## config.mk

```make
export PLATFORM = sky130hd
export DESIGN_NAME = arinc429_rx_flat
export DESIGN_NICKNAME = d
export VERILOG_FILES = /design/src/rtl/arinc429_pkg.sv /design/src/rtl/arinc429_rx_if.sv /design/src/rtl/arinc429_rx_level.sv /design/src/rtl/arinc429_rx.sv /design/src/flat_wrapper.sv
export SDC_FILE = /design/constraint.sdc
export NUM_CORES = 1
export LEC_CHECK = 0
export ABC_CLOCK_PERIOD_IN_PS = 9100
export CAP_MARGIN = 15
export CORE_ASPECT_RATIO = 2
export CORE_MARGIN = 4
export CORE_UTILIZATION = 40
export DETAILED_ROUTE_END_ITERATION = 12
export SLEW_MARGIN = 20
export SYNTH_ARGS = -nofsm -noshare
export SYNTH_HDL_FRONTEND = slang
export SYNTH_HIERARCHICAL = 1
export SYNTH_SLANG_ARGS = --single-unit
export TNS_END_PERCENT = 5
```

## constraint.sdc

```tcl
create_clock -name CLK -period 9.1 [get_ports CLK]
set_input_delay 1.82 -clock CLK [delete_from_list [all_inputs] [get_ports CLK]]
set_output_delay 1.82 -clock CLK [all_outputs]
set_load 0.01 [all_outputs]
```

## src/rtl/arinc429_pkg.sv

```systemverilog
// ARINC 429 receiver shared types, constants and bit-time divisor.
package arinc429_pkg;

    localparam logic [1:0] VEL_12K5 = 2'b00;
    localparam logic [1:0] VEL_50K  = 2'b01;
    localparam logic [1:0] VEL_100K = 2'b10;

    localparam int WORD_BITS  = 32;
    localparam int LABEL_BITS = 8;
    localparam int BODY_BITS  = 23;
    localparam int CNT_W      = 14;

    typedef enum logic [1:0] {
        LVL_NULL,
        LVL_HI,
        LVL_LO,
        LVL_INV
    } level_t;

    typedef enum logic [2:0] {
        S_WAIT_GAP,
        S_IDLE,
        S_SAMPLE,
        S_RZ,
        S_NEXT,
        S_DONE
    } state_t;

    function automatic logic [CNT_W-1:0] bit_t(input int clk_hz,
                                               input logic [1:0] vel);
        int d;
        if (vel[1])      d = clk_hz / 100000;
        else if (vel[0]) d = clk_hz / 50000;
        else             d = clk_hz / 12500;
        return CNT_W'(d);
    endfunction

endpackage

```

## src/rtl/arinc429_rx_if.sv

```systemverilog
// Received-word bundle driven by the ARINC 429 receiver.
interface arinc429_rx_if;

    logic [7:0]  ADR;
    logic [22:0] DAT;
    logic        VALID;
    logic        PAR_ERR;
    logic        FRM_ERR;
    logic        BUSY;

    modport master (
        output ADR, DAT, VALID, PAR_ERR, FRM_ERR, BUSY
    );

    modport slave (
        input ADR, DAT, VALID, PAR_ERR, FRM_ERR, BUSY
    );

endinterface

```

## src/rtl/arinc429_rx_level.sv

```systemverilog
// Two-flop synchronizer on RXA/RXB followed by bipolar level decode.
module arinc429_rx_level
    import arinc429_pkg::*;
(
    input  logic   CLK,
    input  logic   rst_n,
    input  logic   RXA,
    input  logic   RXB,
    output level_t level
);

    logic [1:0] a_q, a_d;
    logic [1:0] b_q, b_d;

    assign a_d = {a_q[0], RXA};
    assign b_d = {b_q[0], RXB};

    always_ff @(posedge CLK or negedge rst_n) begin
        if (!rst_n) begin
            a_q <= '0;
            b_q <= '0;
        end else begin
            a_q <= a_d;
            b_q <= b_d;
        end
    end

    always_comb begin
        level = LVL_INV;
        case ({a_q[1], b_q[1]})
            2'b00:   level = LVL_NULL;
            2'b10:   level = LVL_HI;
            2'b01:   level = LVL_LO;
            default: level = LVL_INV;
        endcase
    end

endmodule

```

## src/rtl/arinc429_rx.sv

```systemverilog
// ARINC 429 bipolar RZ word receiver with framing and odd-parity check.
// Optional label filter: define ARINC429_RX_LABEL_FILTER_EN.
module arinc429_rx
    import arinc429_pkg::*;
#(
    parameter int CLK_HZ   = 50000000,
    parameter int GAP_BITS = 3
) (
    input  logic          CLK,
    input  logic          RST_N,
    input  logic [1:0]    VEL,
    input  logic          RXA,
    input  logic          RXB,
    input  logic [7:0]    FILT_ADR,
    arinc429_rx_if.master rx
);

    logic [1:0] rst_sync_q;
    logic       rst_n;

    always_ff @(posedge CLK or negedge RST_N) begin
        if (!RST_N) rst_sync_q <= '0;
        else        rst_sync_q <= {rst_sync_q[0], 1'b1};
    end

    assign rst_n = rst_sync_q[1];

    level_t lvl;

    arinc429_rx_level u_level (
        .CLK   (CLK),
        .rst_n (rst_n),
        .RXA   (RXA),
        .RXB   (RXB),
        .level (lvl)
    );

    state_t                state_q, state_d;
    logic [CNT_W-1:0]      cnt_q, cnt_d;
    logic [CNT_W-1:0]      bt_q, bt_d;
    logic [5:0]            bit_cnt_q, bit_cnt_d;
    logic [WORD_BITS-1:0]  sh_q, sh_d;
    logic [LABEL_BITS-1:0] adr_q, adr_d;
    logic [BODY_BITS-1:0]  dat_q, dat_d;
    logic                  par_q, par_d;
    logic                  valid_q, valid_d;
    logic                  frm_q, frm_d;
    logic                  busy_q, busy_d;

    logic [BODY_BITS-1:0]  body;
    logic [CNT_W-1:0]      gap_t;
    logic                  edge_seen;
    logic                  accept;
    logic                  abort;

    assign gap_t     = CNT_W'(GAP_BITS) * bit_t(CLK_HZ, VEL);
    assign edge_seen = (lvl == LVL_HI) || (lvl == LVL_LO);

    // Wire bit 9 sits at sh_q[23], wire bit 31 at sh_q[1].
    always_comb begin
        body = '0;
        for (int i = 0; i < BODY_BITS; i++) body[i] = sh_q[BODY_BITS - i];
    end

`ifdef ARINC429_RX_LABEL_FILTER_EN
    assign accept = (sh_q[WORD_BITS-1 -: LABEL_BITS] == FILT_ADR);
`else
    assign accept = 1'b1 | (^FILT_ADR);
`endif

    always_comb begin
        state_d   = state_q;
        cnt_d     = cnt_q + 1'b1;
        bt_d      = bt_q;
        bit_cnt_d = bit_cnt_q;
        sh_d      = sh_q;
        adr_d     = adr_q;
        dat_d     = dat_q;
        par_d     = par_q;
        busy_d    = busy_q;
        valid_d   = 1'b0;
        frm_d     = 1'b0;
        abort     = 1'b0;
        case (state_q)
            S_WAIT_GAP: begin
                if (lvl != LVL_NULL)     cnt_d   = '0;
                else if (cnt_q >= gap_t) state_d = S_IDLE;
            end
            S_IDLE: begin
                if (edge_seen) begin
                    bt_d      = bit_t(CLK_HZ, VEL);
                    bit_cnt_d = '0;
                    busy_d    = 1'b1;
                    cnt_d     = 14'd1;
                    state_d   = S_SAMPLE;
                end
            end
            S_SAMPLE: begin
                if (cnt_q >= (bt_q >> 2)) begin
                    if (edge_seen) begin
                        sh_d      = {sh_q[WORD_BITS-2:0], lvl == LVL_HI};
                        bit_cnt_d = bit_cnt_q + 1'b1;
                        state_d   = S_RZ;
                    end else begin
                        abort = 1'b1;
                    end
                end
            end
            S_RZ: begin
                if (lvl == LVL_NULL)    state_d = S_NEXT;
                else if (cnt_q >= bt_q) abort   = 1'b1;
            end
            S_NEXT: begin
                if (bit_cnt_q == 6'(WORD_BITS)) begin
                    state_d = S_DONE;
                end else if (edge_seen) begin
                    cnt_d   = 14'd1;
                    state_d = S_SAMPLE;
                end else if (cnt_q >= (bt_q << 1)) begin
                    abort = 1'b1;
                end
            end
            S_DONE: begin
                busy_d  = 1'b0;
                cnt_d   = '0;
                state_d = S_WAIT_GAP;
                if (accept) begin
                    adr_d   = sh_q[WORD_BITS-1 -: LABEL_BITS];
                    dat_d   = body;
                    par_d   = ~(^sh_q);
                    valid_d = 1'b1;
                end
            end
            default: state_d = S_WAIT_GAP;
        endcase
        if (abort) begin
            frm_d   = 1'b1;
            busy_d  = 1'b0;
            cnt_d   = '0;
            state_d = S_WAIT_GAP;
        end
    end

    always_ff @(posedge CLK or negedge rst_n) begin
        if (!rst_n) begin
            state_q   <= S_WAIT_GAP;
            cnt_q     <= '0;
            bt_q      <= '0;
            bit_cnt_q <= '0;
            sh_q      <= '0;
            adr_q     <= '0;
            dat_q     <= '0;
            par_q     <= 1'b0;
            valid_q   <= 1'b0;
            frm_q     <= 1'b0;
            busy_q    <= 1'b0;
        end else begin
            state_q   <= state_d;
            cnt_q     <= cnt_d;
            bt_q      <= bt_d;
            bit_cnt_q <= bit_cnt_d;
            sh_q      <= sh_d;
            adr_q     <= adr_d;
            dat_q     <= dat_d;
            par_q     <= par_d;
            valid_q   <= valid_d;
            frm_q     <= frm_d;
            busy_q    <= busy_d;
        end
    end

    assign rx.ADR     = adr_q;
    assign rx.DAT     = dat_q;
    assign rx.PAR_ERR = par_q;
    assign rx.VALID   = valid_q;
    assign rx.FRM_ERR = frm_q;
    assign rx.BUSY    = busy_q;

endmodule

```

## src/flat_wrapper.sv

```systemverilog
// flat-port wrapper written by rule: the top's interface ports become plain ports
module arinc429_rx_flat import arinc429_pkg::*;
#(
    parameter int CLK_HZ   = 50000000,
    parameter int GAP_BITS = 3
)
  (CLK, RST_N, VEL, RXA, RXB, FILT_ADR, rx_ADR, rx_DAT, rx_VALID, rx_PAR_ERR, rx_FRM_ERR, rx_BUSY);
  arinc429_rx_if rx_i ();
  input  logic CLK;
  input  logic RST_N;
  input  logic [1:0] VEL;
  input  logic RXA;
  input  logic RXB;
  input  logic [7:0] FILT_ADR;
  output wire logic [$bits(rx_i.ADR)-1:0] rx_ADR;
  output wire logic [$bits(rx_i.DAT)-1:0] rx_DAT;
  output wire logic [$bits(rx_i.VALID)-1:0] rx_VALID;
  output wire logic [$bits(rx_i.PAR_ERR)-1:0] rx_PAR_ERR;
  output wire logic [$bits(rx_i.FRM_ERR)-1:0] rx_FRM_ERR;
  output wire logic [$bits(rx_i.BUSY)-1:0] rx_BUSY;
  assign rx_ADR = rx_i.ADR;
  assign rx_DAT = rx_i.DAT;
  assign rx_VALID = rx_i.VALID;
  assign rx_PAR_ERR = rx_i.PAR_ERR;
  assign rx_FRM_ERR = rx_i.FRM_ERR;
  assign rx_BUSY = rx_i.BUSY;
  arinc429_rx #(.CLK_HZ(CLK_HZ), .GAP_BITS(GAP_BITS)) u_core (.CLK(CLK), .RST_N(RST_N), .VEL(VEL), .RXA(RXA), .RXB(RXB), .FILT_ADR(FILT_ADR), .rx(rx_i));
endmodule
```

==> metrics.json, run 1 <==
{
  "grt_max_degree": 77,
  "synth-async-reset-ratio": 1.00,
  "timing_worst_setup_path_type": "in -> reg",
  "crit_path_max_incr_delay_ns": 0.61,
  "drive_above_1_share": 0.181,
  "top_cells_by_count_synth": "sky130_fd_sc_hd__dfrtp_1, sky130_fd_sc_hd__ha_1, sky130_fd_sc_hd__xnor2_1",
  "synth.cell_area_um2": 5530,
  "grt_pass1_wl_um": 18500,
  "ys_warn_count": 6,
  "maximum_root_to_sink_buffer_count": 2,
  "ctsResizeCount": 0,
  "detail_route.first_pass.iterations": 4,
  "gpl_wtd_cong": 0.890,
  "final_critical_path_share_of_the_clock_period": 0.408,
  "critPathLaunchType": "input pin",
  "timing.critical_path.slowest_stage_cell": "sky130_fd_sc_hd__clkdlybuf4s50_1",
  "syn-num-nets": 518,
  "cts_buffers": 9,
  "worst_pin_slew_ns": 1.11,
  "end_kind": "flip-flop",
  "synthesis.area_per_instance_um2": 12.0,
  "setup_skew_ns": 0.00832,
  "largest_fanout_of_any_net_on_the_critical_path": 9,
  "clkSlewWorstSetupHoldPaths_ns": 0.07,
  "setup_viol": 0,
  "die_width_um": 91.1,
  "cp_data_required_time_ns": 9.28,
  "input_output_buffers": 40,
  "grt_busiest_layer": "met2",
  "finalHoldViolCount": 0,
  "die_height_um": 174,
  "seqPwrFrac": 0.461,
  "static-leakage-power_uw": 0.00312,
  "via_per_inst": 5.44,
  "synth_seq_cells": 102,
  "post-synth-top-count-cell": "sky130_fd_sc_hd__dfrtp_1",
  "crit_path_cell_trace": "clkdlybuf4s50_1 > nor2_1 > ha_1 > o21ai_0 > a21oi_1 > o21ai_0 > a211oi_1 > o211ai_1 > a211oi_2",
  "area_growth_syn_to_layout_pct": 14.1,
  "cts_hold_buf": 0,
  "power_frac_clock": 0.331,
  "synth.top_cell.area_share": 0.462,
  "multi_input_comb_area_um2": 2760,
  "cts_num_sinks": 102,
  "pin_count": 49,
  "grtUsageMet3": 0.0256,
  "insertedDiodeCount": 0,
  "totalPowerFinal_uw": 1130,
  "synth_flop_cell": "sky130_fd_sc_hd__dfrtp_1",
  "seq_area_frac_synth": 0.462,
  "ff2ff_setup_slack_ns": 6.03,
  "grt_util_met2": 0.289,
  "run_status": "finished clean",
  "met1_usage": 0.143,
  "count_of_distinct_cell_types_in_the_synthesized_netlist": 55,
  "launch_point_of_the_worst_path": "VEL[1]",
  "cts_tree": "yes",
  "postCtsSetupRepairBufs": 0,
  "cts_max_level": 3,
  "grt_usage": 0.146,
  "timing.final.max_slew_violations": 0,
  "residual_antenna_violating_net_count_after_detailed_routing": 0,
  "share_comb_of_total_power": 0.208,
  "worstPathBufferInverterCount": 1,
  "cts_root_buffer": "sky130_fd_sc_hd__clkbuf_16",
  "worstPathArrival_ns": 3.89,
  "antenna_found_initial": 0,
  "power_per_cell_area_nw_per_um2": 180,
  "finalWirelength_um": 11100,
  "finalCriticalPeriod_ns": 3.72,
  "cp_common_cell": "sky130_fd_sc_hd__o21ai_0",
  "clock_latency_on_the_worst_skew_pair_ns": 0.35,
  "post-route-drc-count": 0,
  "filler_cell_count": 1231,
  "reg2reg_start": "u_core/bt_q[8]$_DFFE_PN0P_",
  "coreArea_um2": 13500,
  "num_rows": 60,
  "cellInternalPower_uw": 773,
  "maxSlewHeadroom": 0.262,
  "routed_wire_length_per_instance_um": 16.8,
  "post_synth_main_area_contributors": "sky130_fd_sc_hd__dfrtp_1, sky130_fd_sc_hd__ha_1, sky130_fd_sc_hd__mux2_2, sky130_fd_sc_hd__xnor2_1, sky130_fd_sc_hd__mux2_4",
  "achievable-frequency_mhz": 269,
  "fin_setup_tns_ns": 0,
  "worstHoldPathType": "reg -> async",
  "final_nets": 555,
  "globalRouteOverflowTotal": 0,
  "hpwl_after_detailed_placement_um": 8090,
  "synth_enable_flop_cells": 0,
  "largest_delay_contributor_family_on_the_critical_path": "compound AO/OA/AOI/OAI gates",
  "sw_frac_of_total": 0.318,
  "irDropWorstVdd_mv": 0.0865,
  "detailedRoute.firstIterationViolations": 145,
  "floorplan.die_area_um2": 15900,
  "netSwitchingPower_uw": 361,
  "via_count_of_the_first_global_routing_pass": 3708,
  "synth.largest_area_cell": "sky130_fd_sc_hd__dfrtp_1",
  "grt_setup_unrepaired": "no",
  "vias": 3584,
  "area.sequential_um2": 2560,
  "synthCells": 462,
  "initial_core_util": 0.409,
  "max_cap_viol": 0
}
## sequential cells by signal (all words and copies together) (netlist names), 2 cells and up
| signal | cells |
|---|---|
| u_core/u_level/b_q | 2 |
| u_core/state_q | 3 |
| u_core/rst_sync_q | 2 |
| u_core/rx.DAT | 23 |
| u_core/sh_q | 32 |
| u_core/rx.ADR | 8 |
| u_core/cnt_q | 14 |
| u_core/bit_cnt_q | 6 |
| u_core/u_level/a_q | 2 |
| u_core/bt_q | 6 |
## layer usage
layer / wire length [um] / up-vias
met5: 0 / -
met1: 4070 / 1785
met4: 362 / 0
met3: 290 / 24
met2: 6370 / 64
li1: - / 1711
## cell families after synthesis
logic type	count (synthesis)	share of synthesized area
muxes	68	0.151
and+or+nand+nor	108	0.114
buffers and inverters	39	0.0383
DFF	102	0.462
adders and majority gates	42	0.0951
other	1	0.000679
AOI/OAI and AO/OA	59	0.0709
xor gates and xnor gates	43	0.0682
## cell usage in the layout, fill, tap and decap left out, types with 4 or more instances in the layout
cell and n:
sky130_fd_sc_hd__nor2b_1 4, sky130_fd_sc_hd__mux2i_1 5, sky130_fd_sc_hd__xor2_1 5, sky130_fd_sc_hd__mux2_1 8, sky130_fd_sc_hd__ha_1 42, sky130_fd_sc_hd__nand3_1 7, sky130_fd_sc_hd__inv_1 22, sky130_fd_sc_hd__mux2_4 20
sky130_fd_sc_hd__nand2_1 35, sky130_fd_sc_hd__xnor2_1 38, sky130_fd_sc_hd__nor3_2 10, sky130_fd_sc_hd__a21oi_1 17, sky130_fd_sc_hd__and4_1 6, sky130_fd_sc_hd__clkdlybuf4s50_1 40, sky130_fd_sc_hd__mux2_2 35, sky130_fd_sc_hd__a21o_1 6
sky130_fd_sc_hd__clkbuf_16 9, sky130_fd_sc_hd__nor2_1 10, sky130_fd_sc_hd__nand4_1 6, sky130_fd_sc_hd__dfrtp_1 101, sky130_fd_sc_hd__nor3_1 12, sky130_fd_sc_hd__o21ai_0 14, sky130_fd_sc_hd__and3_1 4
## path summary, 6_finish.rpt
kind | end | depth (start not counted)
setup reg to reg | u_core/sh_q[0]$_DFFE_PN0P_ | 8
min in group CLK | u_core/rst_sync_q[1]$_DFF_PN0_ | 0
setup / recovery | u_core/state_q[0]$_DFFE_PN0P_ | 9
hold / removal | u_core/rx.ADR[4]$_DFFE_PN0P_ | 0
hold reg to reg | u_core/rx.ADR[4]$_DFFE_PN0P_ | 0
max in group asynchronous | u_core/rst_sync_q[1]$_DFF_PN0_ | 1
## final cells by class
cell class                      instances  area share
Sequential cell                       102       0.405
Clock inverter                          7      0.0101
Tap cell                              155      0.0308
Inverter                               22      0.0131
Timing Repair Buffer                   43      0.0671
Clock buffer                            9      0.0357
Multi-Input combinational cell        321       0.438
## worst register-to-register path: stages (launching register included)
cell and delay, ns:
sky130_fd_sc_hd__dfrtp_1 0.36, sky130_fd_sc_hd__inv_1 0.19, sky130_fd_sc_hd__ha_1 0.29, sky130_fd_sc_hd__a21o_1 0.16, sky130_fd_sc_hd__a21o_1 0.17, sky130_fd_sc_hd__a221oi_1 0.40
sky130_fd_sc_hd__o21ba_1 0.34, sky130_fd_sc_hd__nand3b_4 0.60, sky130_fd_sc_hd__mux2_2 0.42
## power groups by stage
stage / registers, uW / clock network [uW] / logic, uW
final: 523 / 375 / 236
after global routing: 529 / 410 / 272
after CTS: 524 / 391 / 241
after detailed placement: 532 / 0 / 239
after global placement: 532 / 0 / 231
after floorplan: 517 / 0 / 182
## through the flow
| step | hold WS, ns | utilization | instance area [um2] | setup WS (ns) | cells |
|---|---|---|---|---|---|
| final | 0.250 | 0.467 | 6310 | 5.38 | 659 |
| after global routing | 0.288 | 0.467 | 6310 | 5.24 | 659 |
| after CTS | 0.266 | 0.467 | 6310 | 5.38 | 659 |
| after detailed placement | 0.260 | 0.445 | 6020 | 5.01 | 643 |
| after global placement | 0.253 | 0.445 | 6020 | 5.06 | 643 |
| after floorplan | 0.331 | - | 5530 | 5.94 | 462 |
No activity file was read; power rests on OpenSTA's default activity.
==> run 2, diff against run 1 <==
ABC_CLOCK_PERIOD_IN_PS = 3800   (was 9100)
clock period = 3.8 ns   (was 9.1 ns; I/O delays follow)
==> run 2 against run 1 <==
Effect of this change: non-clock buffer count increased by 2; sequential share of layout area shrank 0.18 points; flip-flop and latch count unchanged; combinational power rose by 140%; register-to-register slack worse by 5.3 ns; hold slack gained 0.098 ns; clock skew is 0.0048 ns higher; setup slack got worse by 4.6 ns; clock power rose by 150%; core utilization increased by 0.21 points; die area unchanged; first-iteration DRC count is 5.5% lower.
==> metrics.json, run 2 (same netlist as run 1, synthesis figures left out) <==
{
  "run_status": {"value": "finished clean", "change": "unchanged"},
  "num_rows": {"value": 60, "change": "unchanged"},
  "insertedDiodeCount": {"value": 0, "change": "unchanged"},
  "max_cap_viol": {"value": 0, "change": "unchanged"},
  "ctsResizeCount": {"value": 0, "change": "unchanged"},
  "worst_pin_slew": {"value": 0.774, "unit": "ns", "change": "was 1.11 ns"},
  "achievable-frequency_mhz": 328,
  "fin_setup_tns": {"value": 0, "unit": "ns", "change": "unchanged"},
  "detail_route.first_pass.iterations": {"value": 4, "change": "unchanged"},
  "coreArea": {"value": 13500, "unit": "um2", "change": "unchanged"},
  "drive_above_1_share": {"value": 0.184, "change": "was 0.181"},
  "critPathLaunchType": {"value": "flip-flop", "change": "was input pin"},
  "filler_cell_count": {"value": 1244, "change": "was 1231"},
  "largest_register_ffs": {"value": 32, "change": "unchanged"},
  "residual_antenna_violating_net_count_after_detailed_routing": {"value": 0, "change": "unchanged"},
  "clock_latency_on_the_worst_skew_pair": {"value": 0.35, "unit": "ns", "change": "about the same"},
  "setup_skew": {"value": 0.0131, "unit": "ns", "change": "was 0.00832 ns"},
  "cts_hold_buf": {"value": 0, "change": "unchanged"},
  "input_output_buffers": {"value": 40, "change": "unchanged"},
  "die_height": {"value": 174, "unit": "um", "change": "unchanged"},
  "via_per_inst": {"value": 5.41, "change": "was 5.44"},
  "routed_wire_length_per_instance": {"value": 17.2, "unit": "um", "change": "was 16.8 um"},
  "cts_num_sinks": {"value": 102, "change": "unchanged"},
  "irDropWorstVdd": {"value": 0.256, "unit": "mV", "change": "was 0.0865 mV"},
  "area_growth_syn_to_layout": {"value": 14.7, "unit": "%", "change": "was 14.1%"},
  "cts_root_buffer": {"value": "sky130_fd_sc_hd__clkbuf_16", "change": "unchanged"},
  "globalRouteOverflowTotal": {"value": 0, "change": "unchanged"},
  "largest_fanout_of_any_net_on_the_critical_path": {"value": 34, "change": "was 9"},
  "power_per_cell_area": {"value": 434, "unit": "nW/um2", "change": "was 180 nW/um2"},
  "final_nets": {"value": 557, "change": "was 555"},
  "static-leakage-power": {"value": 0.00313, "unit": "uW", "change": "was 0.00312 uW"},
  "clkSlewWorstSetupHoldPaths": {"value": 0.07, "unit": "ns", "change": "about the same"},
  "setup_viol": {"value": 0, "change": "unchanged"},
  "finalWirelength": {"value": 11400, "unit": "um", "change": "was 11100 um"},
  "timing.final.max_slew_violations": {"value": 0, "change": "unchanged"},
  "vias": {"value": 3575, "change": "was 3584"},
  "hpwl_after_detailed_placement": {"value": 8270, "unit": "um", "change": "was 8090 um"},
  "end_kind": {"value": "flip-flop", "change": "unchanged"},
  "worstPathArrival": {"value": 3.28, "unit": "ns", "change": "was 3.89 ns"},
  "pin_count": {"value": 49, "change": "unchanged"},
  "antenna_found_initial": {"value": 0, "change": "unchanged"},
  "final_cell_mix": {"value": "sky130_fd_sc_hd__dfrtp_1, sky130_fd_sc_hd__ha_1, sky130_fd_sc_hd__clkdlybuf4s50_1, sky130_fd_sc_hd__xnor2_1", "change": "unchanged"},
  "gpl_wtd_cong": {"value": 0.873, "change": "was 0.890"},
  "maxSlewHeadroom": {"value": 0.482, "change": "was 0.262"},
  "final_critical_path_share_of_the_clock_period": 0.803,
  "cts_buffers": {"value": 9, "change": "unchanged"},
  "worstHoldPathType": {"value": "reg -> reg", "change": "was reg -> async"},
  "grt_max_degree": {"value": 45, "change": "was 77"},
  "finalCriticalPeriod_ns": 3.05,
  "grt_usage": {"value": 0.150, "change": "was 0.146"},
  "grt_setup_unrepaired": {"value": "no", "change": "unchanged"},
  "cp_data_required_time": {"value": 4.03, "unit": "ns", "change": "was 9.28 ns"},
  "initial_core_util": {"value": 0.409, "change": "unchanged"},
  "cts_tree": {"value": "yes", "change": "unchanged"},
  "top_register": {"value": "u_core/sh_q", "change": "unchanged"},
  "timing_worst_setup_path_type": {"value": "reg -> reg", "change": "was in -> reg"},
  "cts_max_level": {"value": 3, "change": "unchanged"},
  "most_common_library_cell_in_the_layout_ignoring_fill_and_taps": {"value": "sky130_fd_sc_hd__dfrtp_1", "change": "unchanged"},
  "grt_pass1_wl": {"value": 19100, "unit": "um", "change": "was 18500 um"},
  "floorplan.die_area": {"value": 15900, "unit": "um2", "change": "unchanged"},
  "die_width": {"value": 91.1, "unit": "um", "change": "unchanged"},
  "ff2ff_setup_slack": {"value": 0.75, "unit": "ns", "change": "was 6.03 ns"},
  "holdWs": {"value": 0.349, "unit": "ns", "change": "was 0.250 ns"},
  "detailedRoute.firstIterationViolations": {"value": 137, "change": "was 145"},
  "postCtsSetupRepairBufs": {"value": 0, "change": "unchanged"},
  "maximum_root_to_sink_buffer_count": {"value": 2, "change": "unchanged"},
  "via_count_of_the_first_global_routing_pass": {"value": 3843, "change": "was 3708"},
  "finalHoldViolCount": {"value": 0, "change": "unchanged"},
  "post-route-drc-count": {"value": 0, "change": "unchanged"}
}
-- run 2: cell count changes in the layout (fill, tap and decap cells not counted), sizes merged --
cell	before	now
buf	3	5
clkinvlp	1	2
inv	26	25
-- run 2: final cells by class --
class | instances | area (um2) | area share
clock inverter | 7 | 73.8 | 0.0117
clock buffer | 9 | 225 | 0.0356
timing repair buffer | 45 | 442 | 0.0697
multi-input combinational | 321 | 2760 | 0.436
tap | 155 | 194 | 0.0306
inverter | 22 | 82.6 | 0.0130
sequential | 102 | 2560 | 0.404
-- run 2: worst max-delay path, stage by stage, from the launching register on --
cell	delay (ns)
sky130_fd_sc_hd__dfrtp_1	0.47
sky130_fd_sc_hd__inv_1	0.11
sky130_fd_sc_hd__ha_1	0.29
sky130_fd_sc_hd__nand2b_1	0.14
sky130_fd_sc_hd__a21o_1	0.19
sky130_fd_sc_hd__a221oi_1	0.38
sky130_fd_sc_hd__o21ba_1	0.35
sky130_fd_sc_hd__nand3b_4	0.60
sky130_fd_sc_hd__mux2_2	0.41
-- run 2: stage by stage --
step	util	setup WS [ns]	power [uW]	area (um2)	std cells
after global placement	0.446	0.771	1830	6020	644
after CTS	0.468	0.711	2790	6320	660
after detailed placement	0.446	0.741	1850	6020	644
after floorplan	-	0.748	1670	5530	462
final	0.469	0.748	2750	6330	661
after global routing	0.469	0.532	2920	6330	661
-- run 2: path summary, 6_finish.rpt --
path                                                      from                             end  cells past startpoint
min in group asynchronous       u_core/rst_sync_q[1]$_DFF_PN0_    u_core/rx.ADR[4]$_DFFE_PN0P_                      0
worst max register to register       u_core/cnt_q[0]$_DFF_PN0_      u_core/sh_q[2]$_DFFE_PN0P_                      8
worst min register to register  u_core/rst_sync_q[0]$_DFF_PN0_  u_core/rst_sync_q[1]$_DFF_PN0_                      0
worst max-delay path                 u_core/cnt_q[0]$_DFF_PN0_      u_core/sh_q[2]$_DFFE_PN0P_                      8
worst min-delay path            u_core/rst_sync_q[0]$_DFF_PN0_  u_core/rst_sync_q[1]$_DFF_PN0_                      0
max in group asynchronous       u_core/rst_sync_q[1]$_DFF_PN0_      u_core/cnt_q[13]$_DFF_PN0_                      1
-- run 2: layer usage --
| layer | routed length, um | track usage | vias up |
|---|---|---|---|
| met2 | 6420 | 0.289 | 65 |
| met3 | 301 | 0.0273 | 27 |
| met4 | 437 | 0.0724 | 0 |
| li1 | - | - | 1707 |
| met5 | 0 | 0 | - |
| met1 | 4200 | 0.152 | 1776 |
-- run 2: power by group --
| part | total (uW) | switching (uW) | internal, uW | leakage, uW |
|---|---|---|---|---|
| sequential | 1260 | 105 | 1150 | 0.00138 |
| combinational | 567 | 328 | 239 | 0.00161 |
| clock | 923 | 458 | 466 | 0.000140 |
| total | 2750 | 891 | 1860 | 0.00313 |
==> run 3, diff against run 2 <==
ABC_CLOCK_PERIOD_IN_PS = 2550   (was 3800)
clock period = 2.55 ns   (was 3.8 ns; I/O delays follow)
==> run 3 against run 2 <==
Effect of this change: core utilization up 2.5 points; hold slack got worse by 0.029 ns; setup slack got worse by 0.65 ns; sequential share of layout area down 2.1 points; non-clock buffer count up 35; sequential power up 45%; final area grew 5.4%; fmax increased by 25%; global-route usage increased by 1.1 points; flip-flop and latch count stayed put; clock power increased by 43%; critical endpoint unchanged; largest power group unchanged.
==> metrics.json, run 3 (same netlist as run 1, synthesis figures left out) <==
{
  "run_status": {"value": "finished clean", "change": "unchanged"},
  "timing.critical_path.slowest_stage_cell": {"value": "sky130_fd_sc_hd__dfrtp_1", "change": "was sky130_fd_sc_hd__nand3b_4"},
  "critPathLaunchType": {"value": "flip-flop", "change": "unchanged"},
  "achievable-frequency": {"value": 408, "unit": "MHz", "change": "was 328 MHz"},
  "insertedDiodeCount": {"value": 0, "change": "unchanged"},
  "largest_register_ffs": {"value": 32, "change": "unchanged"},
  "grt_setup_unrepaired": {"value": "yes", "change": "was no"},
  "die_width": {"value": 91.1, "unit": "um", "change": "unchanged"},
  "worstPathArrival": {"value": 2.67, "unit": "ns", "change": "was 3.28 ns"},
  "crit_path_cell_trace": {"value": "inv_1 > ha_1 > a21o_1 > a21o_1 > a221oi_2 > buf_4 > o21ba_4 > nand3b_4 > buf_12 > mux2_2", "change": "was inv_1 > ha_1 > nand2b_1 > a21o_1 > a221oi_1 > o21ba_1 > nand3b_4 > mux2_2"},
  "end_kind": {"value": "flip-flop", "change": "unchanged"},
  "power_frac_clock": {"value": 0.315, "change": "was 0.336"},
  "detailedRoute.firstIterationViolations": {"value": 108, "change": "was 137"},
  "globalRouteOverflowTotal": {"value": 0, "change": "unchanged"},
  "clock_latency_on_the_worst_skew_pair": {"value": 0.34, "unit": "ns", "change": "was 0.35 ns"},
  "largest_fanout_of_any_net_on_the_critical_path": {"value": 13, "change": "was 34"},
  "maximum_root_to_sink_buffer_count": {"value": 2, "change": "unchanged"},
  "cts_tree": {"value": "yes", "change": "unchanged"},
  "cts_buffers": {"value": 9, "change": "unchanged"},
  "initial_core_util": {"value": 0.409, "change": "unchanged"},
  "finalHoldViolCount": {"value": 0, "change": "unchanged"},
  "cts_max_level": {"value": 3, "change": "unchanged"},
  "worstHoldPathType": {"value": "in -> async", "change": "was reg -> reg"},
  "grt_usage": {"value": 0.161, "change": "was 0.150"},
  "cp_common_cell": "sky130_fd_sc_hd__a21o_1",
  "cellInternalPower": {"value": 2860, "unit": "uW", "change": "was 1860 uW"},
  "grt_pass1_wl": {"value": 20500, "unit": "um", "change": "was 19100 um"},
  "cts_hold_buf": {"value": 0, "change": "unchanged"},
  "clkSlewWorstSetupHoldPaths": {"value": 0.08, "unit": "ns", "change": "was 0.07 ns"},
  "pin_count": {"value": 49, "change": "unchanged"},
  "gpl_wtd_cong": {"value": 0.897, "change": "was 0.873"},
  "maxSlewHeadroom": {"value": 0.580, "change": "was 0.482"},
  "timing.final.max_slew_violations": {"value": 0, "change": "unchanged"},
  "via_count_of_the_first_global_routing_pass": {"value": 4207, "change": "was 3843"},
  "floorplan.die_area": {"value": 15900, "unit": "um2", "change": "unchanged"},
  "power_per_cell_area": {"value": 628, "unit": "nW/um2", "change": "was 434 nW/um2"},
  "netSwitchingPower": {"value": 1330, "unit": "uW", "change": "was 891 uW"},
  "cts_root_buffer": {"value": "sky130_fd_sc_hd__clkbuf_16", "change": "unchanged"},
  "static-leakage-power": {"value": 0.00334, "unit": "uW", "change": "was 0.00313 uW"},
  "worst_pin_slew": {"value": 0.628, "unit": "ns", "change": "was 0.774 ns"},
  "cp_data_required_time": {"value": 2.77, "unit": "ns", "change": "was 4.03 ns"},
  "reg2reg_start": {"value": "u_core/bt_q[4]$_DFFE_PN0P_", "change": "was u_core/cnt_q[0]$_DFF_PN0_"},
  "detail_route.first_pass.iterations": {"value": 4, "change": "unchanged"},
  "finalCriticalPeriod": {"value": 2.45, "unit": "ns", "change": "was 3.05 ns"},
  "most_common_library_cell_in_the_layout_ignoring_fill_and_taps": {"value": "sky130_fd_sc_hd__dfrtp_1", "change": "unchanged"},
  "top_register": {"value": "u_core/sh_q", "change": "unchanged"},
  "final_critical_path_share_of_the_clock_period": {"value": 0.961, "change": "was 0.803"},
  "final_cell_mix": {"value": "sky130_fd_sc_hd__dfrtp_1, sky130_fd_sc_hd__ha_1, sky130_fd_sc_hd__clkdlybuf4s50_1, sky130_fd_sc_hd__xnor2_1", "change": "unchanged"},
  "grt_max_degree": {"value": 44, "change": "was 45"},
  "fin_setup_tns": {"value": 0, "unit": "ns", "change": "unchanged"},
  "residual_antenna_violating_net_count_after_detailed_routing": {"value": 0, "change": "unchanged"},
  "hpwl_after_detailed_placement": {"value": 9220, "unit": "um", "change": "was 8270 um"},
  "vias": {"value": 3749, "change": "was 3575"},
  "max_cap_viol": {"value": 0, "change": "unchanged"},
  "final_nets": {"value": 592, "change": "was 557"},
  "setup_skew": {"value": 0.0146, "unit": "ns", "change": "was 0.0131 ns"},
  "seqPwrFrac": {"value": 0.436, "change": "was 0.458"},
  "coreArea": {"value": 13500, "unit": "um2", "change": "unchanged"},
  "post-route-drc-count": {"value": 0, "change": "unchanged"},
  "timing_worst_setup_path_type": {"value": "reg -> reg", "change": "unchanged"},
  "finalWirelength": {"value": 12100, "unit": "um", "change": "was 11400 um"},
  "sw_frac_of_total": {"value": 0.318, "change": "was 0.324"},
  "die_height": {"value": 174, "unit": "um", "change": "unchanged"},
  "totalPowerFinal": {"value": 4190, "unit": "uW", "change": "was 2750 uW"},
  "share_comb_of_total_power": {"value": 0.249, "change": "was 0.206"},
  "cts_num_sinks": {"value": 102, "change": "unchanged"},
  "input_output_buffers": {"value": 40, "change": "unchanged"},
  "antenna_found_initial": {"value": 0, "change": "unchanged"},
  "num_rows": {"value": 60, "change": "unchanged"},
  "fraction_of_the_core_area_covered_by_cells_at_the_end_of_the_flow": {"value": 0.494, "change": "was 0.469"},
  "setup_viol": {"value": 0, "change": "unchanged"},
  "fin_area": {"value": 6680, "unit": "um2", "change": "was 6330 um2"},
  "placedInstanceArea": {"value": 6350, "unit": "um2", "change": "was 6020 um2"},
  "irDropWorstVdd": {"value": 0.325, "unit": "mV", "change": "was 0.256 mV"},
  "routed_wire_length_per_instance": {"value": 17.3, "unit": "um", "change": "was 17.2 um"},
  "via_per_inst": {"value": 5.39, "change": "was 5.41"},
  "area_growth_syn_to_layout": {"value": 20.8, "unit": "%", "change": "was 14.7%"},
  "crit_path_max_incr_delay": {"value": 0.41, "unit": "ns", "change": "was 0.60 ns"},
  "drive_above_1_share": {"value": 0.246, "change": "was 0.184"},
  "launch_point_of_the_worst_path": {"value": "u_core/bt_q[4]$_DFFE_PN0P_", "change": "was u_core/cnt_q[0]$_DFF_PN0_"}
}
==> run 3: cell type report <==
| type | count | area (um2) |
|---|---|---|
| repair buffers | 80 | 767 |
| clock buffers | 10 | 229 |
| multi-input cells | 321 | 2790 |
| inverters | 22 | 82.6 |
| clock inverters | 6 | 56.3 |
| fillers | 1241 | 6840 |
| flip-flops and latches | 102 | 2560 |
| well taps | 155 | 194 |
==> run 3: worst paths after layout <==
check	to	slack, ns	cells after the start
max	u_core/sh_q[2]$_DFFE_PN0P_	0.1	10
min reg2reg	u_core/rx.ADR[4]$_DFFE_PN0P_	0.34	0
max reg2reg	u_core/sh_q[2]$_DFFE_PN0P_	0.1	10
max in group asynchronous	u_core/rx.DAT[5]$_DFFE_PN0P_	1.60	1
min in group CLK	u_core/u_level/b_q[1]$_DFF_PN0_	0.35	0
min	u_core/rst_sync_q[1]$_DFF_PN0_	0.32	1
==> run 3: repair_timing <==
| item | 4_1_cts | 5_1_grt |
|---|---|---|
| endpoints found under the setup margin | 13 | 45 |
| pin swaps | 0 | 2 |
| gates resized for setup | 3 | 7 |
| setup buffers | 0 | 1 |
==> run 3: stage by stage <==
step	hold WS [ns]	cells	worst slack, ns
3_3_place_gp	0.336	679	-0.0828
4_1_cts	0.306	695	0.0197
3_5_place_dp	0.336	679	-0.0548
6_report	0.319	696	0.0995
2_1_floorplan	0.214	462	0.136
5_1_grt	0.306	696	-0.0132
==> run 3: critical path, delay by kind of cell, from the launching register on <==
family / cells / cell delay, ns
AOI/OAI and AO/OA: 4 / 0.77
adders and majority gates: 1 / 0.19
buffers and inverters: 3 / 0.42
DFF: 1 / 0.41
muxes: 1 / 0.34
and+or+nand+nor: 1 / 0.19
==> run 3: power groups by stage <==
stage,Clock (uW),Combinational (uW),Sequential (uW)
6_report,1320,1050,1830
5_1_grt,1430,1200,1840
4_1_cts,1360,1050,1830
3_5_place_dp,0,1030,1860
3_3_place_gp,0,997,1860
2_1_floorplan,0,649,1850
==> run 3: per-layer routing <==
metal | wire (um) | GRT usage | up-vias
met1 | 4390 | 0.160 | 1864
met4 | 522 | 0.0819 | 0
met5 | 0 | 0 | -
li1 | - | - | 1780
met2 | 6860 | 0.313 | 70
met3 | 294 | 0.0269 | 35
